[config.mk]
export PLATFORM = sky130hd
export DESIGN_NAME = mmio_tx
export DESIGN_NICKNAME = d
export VERILOG_FILES = /design/src/rtl/mmio_tx.sv
export SDC_FILE = /design/constraint.sdc
export NUM_CORES = 1
export LEC_CHECK = 0
export BUFFER_PORTS_ARGS = -buffer_cell sky130_fd_sc_hd__buf_2
export CAP_MARGIN = 20
export CORE_MARGIN = 1
export CORE_UTILIZATION = 61
export DETAILED_ROUTE_END_ITERATION = 6
export PLACE_DENSITY = 0.76
export SLEW_MARGIN = 20
export SYNTH_ARGS = -nofsm -noshare
export SYNTH_HDL_FRONTEND = slang
export SYNTH_SLANG_ARGS = --single-unit
[constraint.sdc]
create_clock -name clk -period 4.18 [get_ports clk]
set_input_delay 0.418 -clock clk [delete_from_list [all_inputs] [get_ports clk]]
set_output_delay 0.418 -clock clk [all_outputs]
set_load 0.005 [all_outputs]
[src/rtl/mmio_tx.sv]
// mmio_tx: memory-mapped UART (8N1) transmit peripheral.
//
// A write to the DATA register queues a byte in a FIFO. The transmit FSM takes
// bytes from the FIFO and sends each one LSB-first on the serial line. When the
// FIFO still holds a byte at the end of a stop bit, the next frame starts with
// no idle gap.
//
// Register window (4 bytes at BASE_ADDR, selected when mmio=1):
//   +0 DATA    write: enqueue byte    read: STATUS
//   +1 STATUS  write: clear OVF       read: {4'b0, OVF, busy, full, empty}
//   +2 COUNT   read: FIFO occupancy (only when MMIO_TX_COUNT_EN is defined)
//   +3 -       reads 8'h00
//
// Optional feature macro: MMIO_TX_COUNT_EN enables the occupancy readback at +2.
// When it is not defined, +2 reads 8'h00.
//
// Ports:
//   clk       system clock; all logic on the rising edge
//   rst       synchronous active-high reset
//   addr      registered address from the address register
//   din       write data
//   write_en  memory write strobe
//   mmio      access targets IO space
//   dout      registered read data; 8'h00 when the window is not selected
//   tx        serial line; idles high
//   full      FIFO full, decoded combinationally from the occupancy counter
//
// FSM states:
//   state   | meaning
//   S_IDLE  | line high; waiting for a byte in the FIFO
//   S_START | sending the start bit (low)
//   S_DATA  | sending data bits 0..7, LSB first
//   S_STOP  | sending the stop bit (high)

module mmio_tx #(
  parameter int          CLK_DIV    = 104,
  parameter int          DEPTH_LOG2 = 4,
  parameter logic [7:0]  BASE_ADDR  = 8'hF0
) (
  input  logic       clk,
  input  logic       rst,
  input  logic [7:0] addr,
  input  logic [7:0] din,
  input  logic       write_en,
  input  logic       mmio,
  output logic [7:0] dout,
  output logic       tx,
  output logic       full
);

  localparam int         DEPTH       = 1 << DEPTH_LOG2;
  localparam int         PTR_W       = DEPTH_LOG2;
  localparam int         CNT_W       = DEPTH_LOG2 + 1;
  localparam logic [15:0] BAUD_RELOAD = 16'(CLK_DIV - 1);

  typedef enum logic [1:0] {
    S_IDLE,
    S_START,
    S_DATA,
    S_STOP
  } state_t;

  // FIFO storage and bookkeeping
  logic [7:0]       r_mem [DEPTH];
  logic [PTR_W-1:0] r_wr_ptr;
  logic [PTR_W-1:0] r_rd_ptr;
  logic [CNT_W-1:0] r_count;
  logic             r_ovf;
  logic [7:0]       r_dout;

  // Transmit FSM registers
  state_t      r_state;
  logic [15:0] r_baud;
  logic [2:0]  r_bit_idx;
  logic [7:0]  r_shift;
  logic        r_tx;

  // Next-state values
  state_t      w_nxt_state;
  logic [15:0] w_nxt_baud;
  logic [2:0]  w_nxt_bit;
  logic [7:0]  w_nxt_shift;
  logic        w_nxt_tx;
  logic        w_pop;

  logic       w_sel;
  logic [1:0] w_off;
  logic       w_full;
  logic       w_empty;
  logic       w_busy;
  logic       w_wr_data;
  logic       w_push;
  logic       w_drop;
  logic       w_ovf_clr;
  logic [7:0] w_head;
  logic [2:0] w_bit_inc;
  logic [7:0] w_status;
  logic [7:0] w_rd_data;

  assign w_sel   = mmio && (addr[7:2] == BASE_ADDR[7:2]);
  assign w_off   = addr[1:0];
  assign w_full  = (r_count == CNT_W'(DEPTH));
  assign w_empty = (r_count == '0);
  assign w_busy  = (r_state != S_IDLE);
  assign w_head  = r_mem[r_rd_ptr];

  // A pop in the same cycle frees the slot, so a write to a full FIFO is
  // accepted when the FSM drains the head on that edge.
  assign w_wr_data = w_sel && write_en && (w_off == 2'd0);
  assign w_push    = w_wr_data && (!w_full || w_pop);
  assign w_drop    = w_wr_data && w_full && !w_pop;
  assign w_ovf_clr = w_sel && write_en && (w_off == 2'd1);

  assign w_bit_inc = r_bit_idx + 3'd1;

  // --------------------------------------------------------------------------
  // FIFO
  // --------------------------------------------------------------------------
  always_ff @(posedge clk) begin
    if (w_push) begin
      r_mem[r_wr_ptr] <= din;
    end
  end

  always_ff @(posedge clk) begin
    if (rst) begin
      r_wr_ptr <= '0;
      r_rd_ptr <= '0;
      r_count  <= '0;
    end else begin
      if (w_push) begin
        r_wr_ptr <= r_wr_ptr + PTR_W'(1);
      end
      if (w_pop) begin
        r_rd_ptr <= r_rd_ptr + PTR_W'(1);
      end
      r_count <= r_count + CNT_W'(w_push) - CNT_W'(w_pop);
    end
  end

  always_ff @(posedge clk) begin
    if (rst) begin
      r_ovf <= 1'b0;
    end else if (w_drop) begin
      r_ovf <= 1'b1;
    end else if (w_ovf_clr) begin
      r_ovf <= 1'b0;
    end
  end

  // --------------------------------------------------------------------------
  // Transmit FSM
  // --------------------------------------------------------------------------
  always_ff @(posedge clk) begin
    if (rst) begin
      r_state   <= S_IDLE;
      r_baud    <= '0;
      r_bit_idx <= '0;
      r_shift   <= '0;
      r_tx      <= 1'b1;
    end else begin
      r_state   <= w_nxt_state;
      r_baud    <= w_nxt_baud;
      r_bit_idx <= w_nxt_bit;
      r_shift   <= w_nxt_shift;
      r_tx      <= w_nxt_tx;
    end
  end

  always_comb begin
    w_nxt_state = r_state;
    w_nxt_baud  = r_baud;
    w_nxt_bit   = r_bit_idx;
    w_nxt_shift = r_shift;
    w_nxt_tx    = r_tx;
    w_pop       = 1'b0;

    case (r_state)
      S_IDLE: begin
        w_nxt_tx = 1'b1;
        if (!w_empty) begin
          w_pop       = 1'b1;
          w_nxt_shift = w_head;
          w_nxt_tx    = 1'b0;
          w_nxt_baud  = BAUD_RELOAD;
          w_nxt_state = S_START;
        end
      end

      S_START: begin
        if (r_baud == 16'd0) begin
          w_nxt_tx    = r_shift[0];
          w_nxt_bit   = 3'd0;
          w_nxt_baud  = BAUD_RELOAD;
          w_nxt_state = S_DATA;
        end else begin
          w_nxt_baud = r_baud - 16'd1;
        end
      end

      S_DATA: begin
        if (r_baud == 16'd0) begin
          w_nxt_baud = BAUD_RELOAD;
          if (r_bit_idx == 3'd7) begin
            w_nxt_tx    = 1'b1;
            w_nxt_state = S_STOP;
          end else begin
            w_nxt_bit = w_bit_inc;
            w_nxt_tx  = r_shift[w_bit_inc];
          end
        end else begin
          w_nxt_baud = r_baud - 16'd1;
        end
      end

      S_STOP: begin
        if (r_baud == 16'd0) begin
          if (!w_empty) begin
            // Chain straight into the next start bit, keeping frames contiguous.
            w_pop       = 1'b1;
            w_nxt_shift = w_head;
            w_nxt_tx    = 1'b0;
            w_nxt_baud  = BAUD_RELOAD;
            w_nxt_state = S_START;
          end else begin
            w_nxt_tx    = 1'b1;
            w_nxt_state = S_IDLE;
          end
        end else begin
          w_nxt_baud = r_baud - 16'd1;
        end
      end

      default: begin
        w_nxt_tx    = 1'b1;
        w_nxt_state = S_IDLE;
      end
    endcase
  end

  // --------------------------------------------------------------------------
  // Register readback; status reflects state before this edge's updates.
  // --------------------------------------------------------------------------
  assign w_status = {4'b0000, r_ovf, w_busy, w_full, w_empty};

`ifdef MMIO_TX_COUNT_EN
  logic [8:0] w_cnt9;
  logic [7:0] w_cnt_rd;
  assign w_cnt9   = 9'(r_count);
  assign w_cnt_rd = (w_cnt9 > 9'd255) ? 8'hFF : w_cnt9[7:0];
`endif

  always_comb begin
    w_rd_data = 8'h00;
    if (w_sel) begin
      case (w_off)
        2'd0, 2'd1: w_rd_data = w_status;
`ifdef MMIO_TX_COUNT_EN
        2'd2:       w_rd_data = w_cnt_rd;
`endif
        default:    w_rd_data = 8'h00;
      endcase
    end
  end

  always_ff @(posedge clk) begin
    if (rst) begin
      r_dout <= 8'h00;
    end else begin
      r_dout <= w_rd_data;
    end
  end

  assign dout = r_dout;
  assign tx   = r_tx;
  assign full = w_full;

endmodule

# Word level (Yosys, flattened, before mapping)
# Memory sizes are Yosys's and may differ from the RTL's. A register that Yosys moved wholly into a read port is not among the register bits.
# Cells that the tools add are included.
# totals
input_bits	20
ramBits	128
memories	1
out_inout_bits	10
word_cells	95
register_bits	52
# memory_table
memory	words	word_bits	rd	rd_ports_with_merged_regs	write_ports	line	source
r_mem	16	8	1	1	1	64	logic [7:0] r_mem [DEPTH];
# op_classes
reduce_logical	26
n_mux	35
magnitude_cmp	1
add_sub_neg	6
n_bitwise	2
eq_ne	13
# ops
cell	count
$mux 16	3
$pmux 16 s3	1
$logic_not 16->1	1
$mux 8	2
$pmux 8 s2	1
$sub 16x1->16 const B	1
$mux 1	13
$ne 2x2->1 const B	6
$mux 2	5
$mux 3	3
$add 4x1->4 const B	2
$mux 4	2
$pmux 2 s4	1
$reduce_bool 2->1	4
$logic_and 1x1->1	7
$eq 6x6->1 const B	1
$pmux 3 s2	1
$reduce_or 2->1	3
$add 5x1->5	1
$eq 5x5->1 const B	1
$logic_not 5->1	1
$reduce_and 5->1	1
$sub 5x1->5	1
$eq 2x1->1 const B	2
15 further kinds	19

# Depth between registers and ports, before layout
# Gate-level depths: netlist of the first run.
# logic_depth
word_depth	8
ltp_mapped	15

# Least setup slack after synthesis of the first run
# Ideal clock, no wire load.
# synth_timing
kind	reg-to-reg
from	register r_baud[0]
to	register r_count[4]
setup_time_ps	132
stages_incl_launch_ff	16
path_slack_ps	1050
required_time_ps	4048
period_less_slack_ps	3130
arrival_ps	2998
path_cell_list	dfxtp_1 inv_1 ha_1 or3b_2 nor4_4 a21oi_2 or3_1 nand2_1 ha_1 inv_1 fa_1 inv_1 a21oi_1 nor2_1 or3_1 a21oi_1
# synth_via
elab_chain_cells	7
# synth_rtl
element	line	source
start, declared	73	logic [15:0] r_baud;
start signal, assigned	163	r_baud <= w_nxt_baud;
$logic_not 16->1 *	217	if (r_baud == 16'd0) begin
$mux 1 *	217	
$pmux 1 s2 *	178	case (r_state)
$logic_or 1x1->1	110	assign w_push = w_wr_data && (!w_full || w_pop);
$logic_and 1x1->1	110	
$add 5x1->5	137	r_count <= r_count + CNT_W'(w_push) - CNT_W'(w_pop);
$sub 5x1->5 *	137	
end signal, assigned	137	
end, declared	67	logic [CNT_W-1:0] r_count;
# Every way passes the cells marked *; elsewhere a longest branch is shown, timed or not.
# A chain may end at the register's enable or synchronous reset.

# Worst setup path in the final report of the first run
# Ends and elaborated chain as after synthesis.

==> results of run 1 <==
==> worst max path at each step <==
| stage | slack (ns) | depth (start not counted) | end |
|---|---|---|---|
| after floorplan | 1.05 | 15 | r_count[4] |
| after global placement | 0.93 | 15 | r_count[4] |
| after detailed placement | 0.79 | 15 | r_count[4] |
| after CTS | 0.75 | 15 | r_count[4] |
| after global routing | 0.52 | 15 | r_count[4] |
| final | 0.74 | 15 | r_count[4] |
==> cell usage after synthesis, drive strengths merged (6+ instances only) <==
cell type	instances	area share
nor3	15	0.011
mux2i	15	0.019
or4	10	0.011
ha	18	0.029
o21ai	20	0.013
nor4	8	0.0092
inv	21	0.010
a21oi	36	0.024
a211oi	13	0.013
mux4	32	0.093
nand2	14	0.0068
nand2b	8	0.0065
nor2b	11	0.0089
edfxtp	128	0.50
dfxtp	52	0.13
clkbuf	19	0.0092
nor2	36	0.017
nand3	16	0.010
buf	13	0.0091
a22o	10	0.011
o31ai	6	0.0058
==> sequential cells by signal (all words and copies together), names as in the netlist, 3 cells and up, named ones only <==
| name | cells |
|---|---|
| dout | 4 |
| r_baud | 16 |
| r_bit_idx | 3 |
| r_count | 5 |
| r_mem | 128 |
| r_rd_ptr | 4 |
| r_shift | 8 |
| r_wr_ptr | 4 |
==> layout make-up <==
type,count,share of cell area
inverters,21,0.009103
clock inverters,15,0.02153
repair buffers,40,0.02745
flip-flops and latches,180,0.5642
multi-input cells,318,0.3043
clock buffers,17,0.04913
well taps,168,0.02427
==> cells by family (layout without fill, tap and decap cells) <==
kind of cell	count (synthesis)	count (layout)	share of synthesized area
buffers and inverters	53	93	0.02849
xor gates and xnor gates	3	3	0.003400
DFF	180	180	0.6320
AOI/OAI and AO/OA	103	103	0.08774
other	1	4	0.0004852
adders and majority gates	19	19	0.03173
muxes	47	47	0.1127
and+or+nand+nor	142	142	0.1035
==> cell usage in the layout, fill, tap and decap left out, types with 3 or more instances in the layout <==
cell       instances
nand2_1           14
inv_8              4
or3_1              5
buf_2             25
edfxtp_1         128
conb_1             4
or4_1              8
a21oi_1           35
mux4_2            32
mux2i_1           15
nor4_1             6
nand2b_1           8
inv_1             21
a211oi_1          13
a22o_1            10
dfxtp_1           51
ha_1              18
nor3_1            14
nor2b_1           11
buf_4             15
o21ai_0           19
inv_6              3
and3_1             4
nor2_1            36
o211ai_1           3
nand3_1           16
clkinv_4           3
o31ai_1            6
clkbuf_16         17
==> where the power goes <==
part	switching (mW)	total (mW)	internal, mW	leakage, nW
clock network	0.729	1.64	0.908	0.299
logic	0.730	1.31	0.579	1.06
registers	0.165	2.17	2.01	1.57
==> metal layers <==
metal  track usage  wire length [um]  vias to the layer above
li1              -                 -                     2186
met1        0.3191              6293                     2372
met2        0.4416              7886                      159
met3       0.06617               935                       41
met4        0.1152               403                        0
met5             0                 0                        -
==> worst max-delay path: stages (launching register included) <==
cell and delay (ns):
dfxtp_1 0.36, inv_1 0.09, ha_1 0.18, or3b_2 0.55, nor4_4 0.39, a21oi_2 0.18, or3_1 0.43, nand2_1 0.08
ha_1 0.16, inv_1 0.06, fa_1 0.41, inv_1 0.08, a21oi_1 0.06, nor2_1 0.12, or3_1 0.12, a21oi_1 0.05
==> flow_summary.toml, run 1 <==
[final_layout]
final_nets = 617
num-fill-cells = 774
drive_gt1_frac = 0.2047
seq_area_mm2 = 0.004886
num_antenna_cells = 0
final_cells = 759
area_growth_pct = 12.04
multiInputGateArea_mm2 = 0.002635
stdcell_area_mm2 = 0.008660
fin_util = 0.7120

[route]
drtIter0Drc = 405
dr.pass1.iters = 6
vias = 4758
vias_per_cell = 6.269
drcViolationCount = 0
routed_wl_um = 15520
ant_nets = 0
wl_per_cell_um = 20.45

[yosys]
syn_area_mm2 = 0.007729
ys_seq_area_frac = 0.6320
synth_cell_types = 59
synth-edff-count = 128
yosysWarnings = 0
ys_ff_latch = 180
synth_flop_cell = "edfxtp_1"
async_flop_share = 0
syn_inst = 548
avgSynthCellArea_um2 = 14.10

[die]
die_x_um = 114.6
row_count = 40
die-area_mm2 = 0.01312
start_util = 0.6355
io_pins = 30
core_area_mm2 = 0.01216
fp.dieH_um = 114.6

[critical_path]
rr_worst_depth = 15
rrSetupSlack_ns = 0.74
crit_path_start = "r_baud[0]"
crit_type = "reg2reg"
critPathLaunchType = "flop"
end_kind = "flop"
arrival_ns = 3.75
cp_max_fo = 10
r2r-end = "r_count[4]"
critPathRequiredTime_ns = 4.48
r2r-start = "r_baud[0]"

[global_routing]
grt.total_usage = 0.2612
antenna_found_initial = 0
grt_max_degree = 28
first_global_vias = 4659
grt-ovfl-total = 0
grt_pass1_wl_um = 24560

[cts]
cts_resized = 0
cts_htree_levels = 4
cts_setup_buffers = 0
cts_buffers = 17
cts_hold_buf = 0
cts.clk_slew.worst_paths_ns = 0.07
cts.sinks = 180
cts_tree = "yes"
root_buffer = "clkbuf_16"
worstSkewPairLatency_ns = 0.44
clk_path_buf_depth = 2

[sta]
max_slew.worst_pin.slew_ns = 1.035
whs_ns = 0.1853
setup_viol = 0
clock_skew_ns = 0.01097
timing.final.ws_setup_ns = 0.7374
slew_headroom = 0.3003
rsz0062_at_grt = "false"
slew_viol_final = 0
fin_crit_ns = 3.443
fmax_mhz = 290.5
finalCritPeriodShare = 0.8236
fin_tns_setup_ns = 0
hold_viol = 0

[min_path]
min_from = "addr[0]"
hp-class = "in2reg"
hold_depth = 2
whs_endpoint = "r_ovf"

[power_and_ir_drop]
power_mw = 5.118
p_per_area_mw_per_mm2 = 591.0
p_leak_nw = 2.933
worst_ir_drop_vdd_mv = 0.5449

[place]
dp.cells = 727
numPortBuffers = 25
post_dp_cell_area_mm2 = 0.008048
gp_congestion = 0.8326
dp_slack_ns = 0.7865
place_hpwl_um = 9855

[job]
max_cap_viol_count = 0

[status]
status = "finished, final reports clean"
Power figures use the tool's default switching activity.
==> run 2, diff against run 1 <==
CORE_UTILIZATION = 55   (was 61)
PLACE_DENSITY = 0.72   (was 0.76)
clock period = 2.88 ns   (was 4.18 ns; I/O delays follow)
==> flow_summary.toml, run 2 (synthesis gave the netlist of run 1 again) <==
[status]
status = "finished with violations"
violations = "setup timing"

[min_path]
hp-class = "in2reg"
whs_endpoint = "r_ovf"
min_from = "addr[0]"
hold_depth = 2

[sta]
finalCritPeriodShare = 1.019
hold_viol = 0
clock_skew_ns = 0.009000
slew_headroom = 0.5290
max_slew.worst_pin.slew_ns = 0.7055
slew_viol_final = 0
rsz0062_at_grt = "true"
timing.final.ws_setup_ns = -0.05574
fin_crit_ns = 2.936
setup_viol = 1
fmax_mhz = 340.6

[die]
core_area_mm2 = 0.01345
io_pins = 30
fp.dieH_um = 120.5
row_count = 42
die_x_um = 120.5
start_util = 0.5745
die-area_mm2 = 0.01453

[route]
drtIter0Drc = 447
topRoutingLayerUsed = "met4"
vias_per_cell = 6.077
dr.pass1.iters = 5
ant_nets = 0
met3_length_um = 732
wl_met2_um = 8451
routed_wl_um = 16210
drt-met1-wl_um = 6816
vias = 4898
wl_per_cell_um = 20.11
drcViolationCount = 0

[power_and_ir_drop]
worst_ir_drop_vdd_mv = 0.6805
p_clk_frac = 0.287
p_per_area_mw_per_mm2 = 845.2
power_frac_comb = 0.305
p_leak_nw = 3.141
p_switching_mw = 2.464
power_mw = 7.638
p_sw_frac = 0.3226
power_frac_seq = 0.407
p_int_mw = 5.174

[critical_path]
arrival_ns = 3.24
rrSetupSlack_ns = -0.06
rr_worst_depth = 15
cp_max_fo = 3
critPathRequiredTime_ns = 3.18
end_kind = "flop"
crit_path_start = "r_baud[0]"
r2r-start = "r_baud[0]"
r2r-end = "r_count[4]"
critPathLaunchType = "flop"
crit_type = "reg2reg"

[cts]
cts_buffers = 17
cts_tree = "yes"
cts.sinks = 180
root_buffer = "clkbuf_16"
cts_htree_levels = 4
worstSkewPairLatency_ns = 0.44
cts.clk_slew.worst_paths_ns = 0.07
clk_path_buf_depth = 2

[place]
place_hpwl_um = 10620
numPortBuffers = 25
post_dp_cell_area_mm2 = 0.008368
dp_slack_ns = -0.1574
gp_congestion = 0.8729

[final_layout]
largest_register_ffs = 128
num_antenna_cells = 0
final_nets = 656
fin_util = 0.6718
final_common_cell = "edfxtp_1"
drive_gt1_frac = 0.2857
stdcell_area_mm2 = 0.009037
regMostFlops = "r_mem"
area_growth_pct = 16.93
layout_common_cells = "edfxtp_1, buf_4, dfxtp_1"
reg_top3 = "r_mem x128, r_baud x16, r_shift x8"

[job]
max_cap_viol_count = 0

[global_routing]
grt-ovfl-total = 0
grt.total_usage = 0.2437
grt_pass1_wl_um = 25940
first_global_vias = 4882
antenna_found_initial = 0
grt_max_degree = 28
-- run 2: cell count changes in the layout (fill, tap and decap cells not counted), moves of 3 or more --
cell / change
inv_1: -4
inv_2: +4
nor3_2: +4
nand3_1: -3
buf_4: +37
dfxtp_1: -4
nand3_2: +3
dfxtp_2: +4
nor3_1: -4
-- run 2: worst max-delay path, stage by stage (launching register included) --
cell and delay, ns:
dfxtp_2 0.33, inv_2 0.08, ha_4 0.13, or3b_4 0.39
nor4_4 0.35, a21oi_2 0.13, or3_4 0.41, nand2_4 0.08
ha_4 0.13, inv_2 0.03, fa_2 0.34, inv_2 0.06
a21oi_2 0.04, nor2_1 0.11, or3_1 0.12, a21oi_1 0.05
-- run 2: layout make-up --
| type | instances | area [um^2] |
|---|---|---|
| fillers | 938 | 4415 |
| clock buffers | 17 | 425.4 |
| flip-flops and latches | 180 | 4891 |
| multi-input cells | 318 | 2729 |
| repair buffers | 79 | 555.5 |
| inverters | 21 | 78.83 |
| well taps | 176 | 220.2 |
| clock inverters | 15 | 137.6 |
-- run 2: repair_timing --
item / CTS / global route
endpoints found under the hold margin: 0 / 0
pin swaps: 0 / 2
endpoints found under the setup margin: 2 / 29
hold buffers: 0 / 0
buffers inserted: 1 / 4
cloned: 0 / 0
gates resized for setup: 14 / 6
-- run 2: metal layers --
metal,vias up,GRT usage
met4,0,0.07022
li1,2256,-
met3,22,0.06604
met5,-,0
met2,141,0.4174
met1,2479,0.3036
-- run 2: worst max-delay path by stage --
stage	slack, ns	endpoint
4_1_cts	-0.06	r_count[4]
5_1_grt	-0.18	r_count[4]
3_3_place_gp	-0.02	r_count[4]
6_report	-0.06	r_count[4]
2_1_floorplan	-0.05	r_count[4]
3_5_place_dp	-0.16	r_count[4]
-- run 2: through the flow --
| step | setup TNS (ns) | hold slack [ns] | instances |
|---|---|---|---|
| after global placement | -0.01846 | 0.4477 | 769 |
| final | -0.05574 | 0.06097 | 806 |
| after floorplan | -0.04561 | 0.3846 | 551 |
| after detailed placement | -0.2252 | 0.4526 | 769 |
| after global routing | -0.2832 | 0.05857 | 806 |
| after CTS | -0.06180 | 0.04658 | 802 |
-- run 2: power by group through the flow --
stage                     Sequential, mW  Clock [mW]  Combinational [mW]
after floorplan                     3.06           0                1.58
after global placement              3.14           0                2.12
after detailed placement            3.15           0                2.19
after CTS                           3.11        2.22                2.27
after global routing                3.14        2.33                2.57
final                               3.11        2.19                2.33
==> run 3, diff against run 2 <==
--- a/config.mk
+++ b/config.mk
@@ -7,8 +7,8 @@
 export LEC_CHECK = 0
-export BUFFER_PORTS_ARGS = -buffer_cell sky130_fd_sc_hd__buf_2
+export BUFFER_PORTS_ARGS = -buffer_cell sky130_fd_sc_hd__buf_4
 export CAP_MARGIN = 20
 export CORE_MARGIN = 1
-export CORE_UTILIZATION = 55
+export CORE_UTILIZATION = 30
 export DETAILED_ROUTE_END_ITERATION = 6
-export PLACE_DENSITY = 0.72
+export PLACE_DENSITY = 0.43
 export SLEW_MARGIN = 20
--- a/constraint.sdc
+++ b/constraint.sdc
@@ -3,2 +3,2 @@
 set_output_delay 0.288 -clock clk [all_outputs]
-set_load 0.005 [all_outputs]
+set_load 0.1 [all_outputs]
==> flow_summary.toml, run 3 (synthesis gave the netlist of run 1 again) <==
[status]
status = "finished, final reports clean"

[cts]
cts_hold_buf = 0
cts.clk_slew.worst_paths_ns = 0.07
cts.sinks = 180
worstSkewPairLatency_ns = 0.44
cts_tree = "yes"
cts_buffers = 17
root_buffer = "clkbuf_16"
cts_htree_levels = 4
clk_path_buf_depth = 2

[power_and_ir_drop]
p_switching_mw = 2.664
power_mw = 8.075
p_clk_frac = 0.305
power_frac_comb = 0.316
p_leak_nw = 3.200
p_sw_frac = 0.3298
p_per_area_mw_per_mm2 = 860.3
power_frac_seq = 0.380
p_int_mw = 5.412
worst_ir_drop_vdd_mv = 0.3858

[critical_path]
crit_path_start = "r_baud[1]"
max_stage_delay_ns = 0.39
critPathRequiredTime_ns = 3.24
r2r-start = "r_baud[1]"
rr_worst_depth = 15
cp.depth = 15
crit_chain = "inv_2 -> ha_4 -> or3b_4 -> nor4_4 -> a21oi_2 -> o211ai_1 -> nand2_4 -> ha_4 -> inv_2 -> fa_2 -> inv_1 -> a21oi_2 -> nor2_2 -> or3_1 -> a21oi_1"
arrival_ns = 3.24
crit_buf_inv = 3
worst_path_max_delay_cell = "or3b_4"
critPathLaunchType = "flop"
crit_type = "reg2reg"
end_kind = "flop"
cp_max_fo = 3
cp_top_family = "simple AND/OR/NAND/NOR gates"

[final_layout]
num-fill-cells = 2427
drive_gt1_frac = 0.2880
final_nets = 658
num_antenna_cells = 0
seq_area_mm2 = 0.004888
regMostFlops = "r_mem"
area_growth_pct = 21.45
multiInputGateArea_mm2 = 0.002736
final_common_cell = "edfxtp_1"
reg_top3 = "r_mem x128, r_baud x16, r_shift x8"
largest_register_ffs = 128
layout_common_cells = "edfxtp_1, buf_4, dfxtp_1"

[die]
fp.dieH_um = 162.5
start_util = 0.3060
die-area_mm2 = 0.02641
core_area_mm2 = 0.02525
row_count = 58
die_x_um = 162.5
io_pins = 30

[sta]
finalCritPeriodShare = 0.9989
slew_headroom = 0.4558
fin_crit_ns = 2.877
fin_tns_setup_ns = 0
rsz0062_at_grt = "true"
hold_viol = 0
setup_viol = 0
max_slew.worst_pin.slew_ns = 0.8152
slew_viol_final = 0
fmax_mhz = 347.6
clock_skew_ns = 0.01829

[route]
drcViolationCount = 0
drtIter0Drc = 311
dr.pass1.iters = 5
ant_nets = 0
vias = 4842
wl_per_cell_um = 18.35
routed_wl_um = 17650
vias_per_cell = 5.033

[place]
numPortBuffers = 25
place_hpwl_um = 11460
gp_congestion = 0.7989

[min_path]
min_from = "addr[0]"
hold_depth = 2
hp-class = "in2reg"

[global_routing]
grt_max_degree = 29
first_global_vias = 4882
grt_pass1_wl_um = 27770
grt.total_usage = 0.1430
antenna_found_initial = 0
grt-ovfl-total = 0

[job]
max_cap_viol_count = 0
## run 3: changes by cell type in the layout (fill, tap and decap cells not counted), moves of 2 or more
cell / delta
buf_2: -25
dfxtp_2: -2
dfxtp_1: +2
bufinv_16: +2
clkinv_2: -2
buf_4: +26
## run 3: timing repair
item / CTS / global route
setup buffers: 2 / 3
endpoints found under the setup margin: 2 / 39
resized for setup: 12 / 8
pin swaps: 10 / 8
## run 3: power groups by stage
stage | clock, mW | combinational [mW] | sequential [mW]
after floorplan | 0 | 1.63 | 3.11
after global placement | 0 | 2.39 | 3.11
after detailed placement | 0 | 2.42 | 3.12
after CTS | 2.53 | 2.51 | 3.07
after global routing | 2.62 | 2.82 | 3.09
final | 2.46 | 2.55 | 3.07
## run 3: metrics by stage
| stage | setup WS (ns) | hold WS [ns] | cell area [um^2] | std cells | util |
|---|---|---|---|---|---|
| after global placement | -0.04132 | 0.4484 | 8651 | 925 | 0.3425 |
| after CTS | -0.1268 | 0.02998 | 9325 | 959 | 0.3693 |
| after floorplan | -0.04561 | 0.3846 | 7771 | 551 | - |
| after detailed placement | -0.1151 | 0.4553 | 8651 | 925 | 0.3425 |
| final | 0.003149 | 0.05328 | 9387 | 962 | 0.3717 |
| after global routing | -0.1819 | 0.03389 | 9387 | 962 | 0.3717 |
## run 3: worst paths after layout
path	to	slack, ns
worst max register to register	r_count[4]	0.003
worst min-delay path	r_ovf	0.05
worst min register to register	r_bit_idx[1]	0.47
worst max-delay path	r_count[4]	0.003
## run 3: cell type report
| class | count | area share |
|---|---|---|
| Clock buffer | 17 | 0.04532 |
| Clock inverter | 15 | 0.02119 |
| Inverter | 21 | 0.008398 |
| Multi-Input combinational cell | 318 | 0.2915 |
| Sequential cell | 180 | 0.5208 |
| Tap cell | 330 | 0.04399 |
| Timing Repair Buffer | 81 | 0.06878 |
## run 3: per-layer routing
layer	part of all wire	track usage	vias to the layer above
met4	0.011	0.04974	0
met2	0.51	0.2395	81
li1	-	-	2256
met1	0.45	0.1812	2493
met3	0.032	0.03209	12
met5	0	0	-
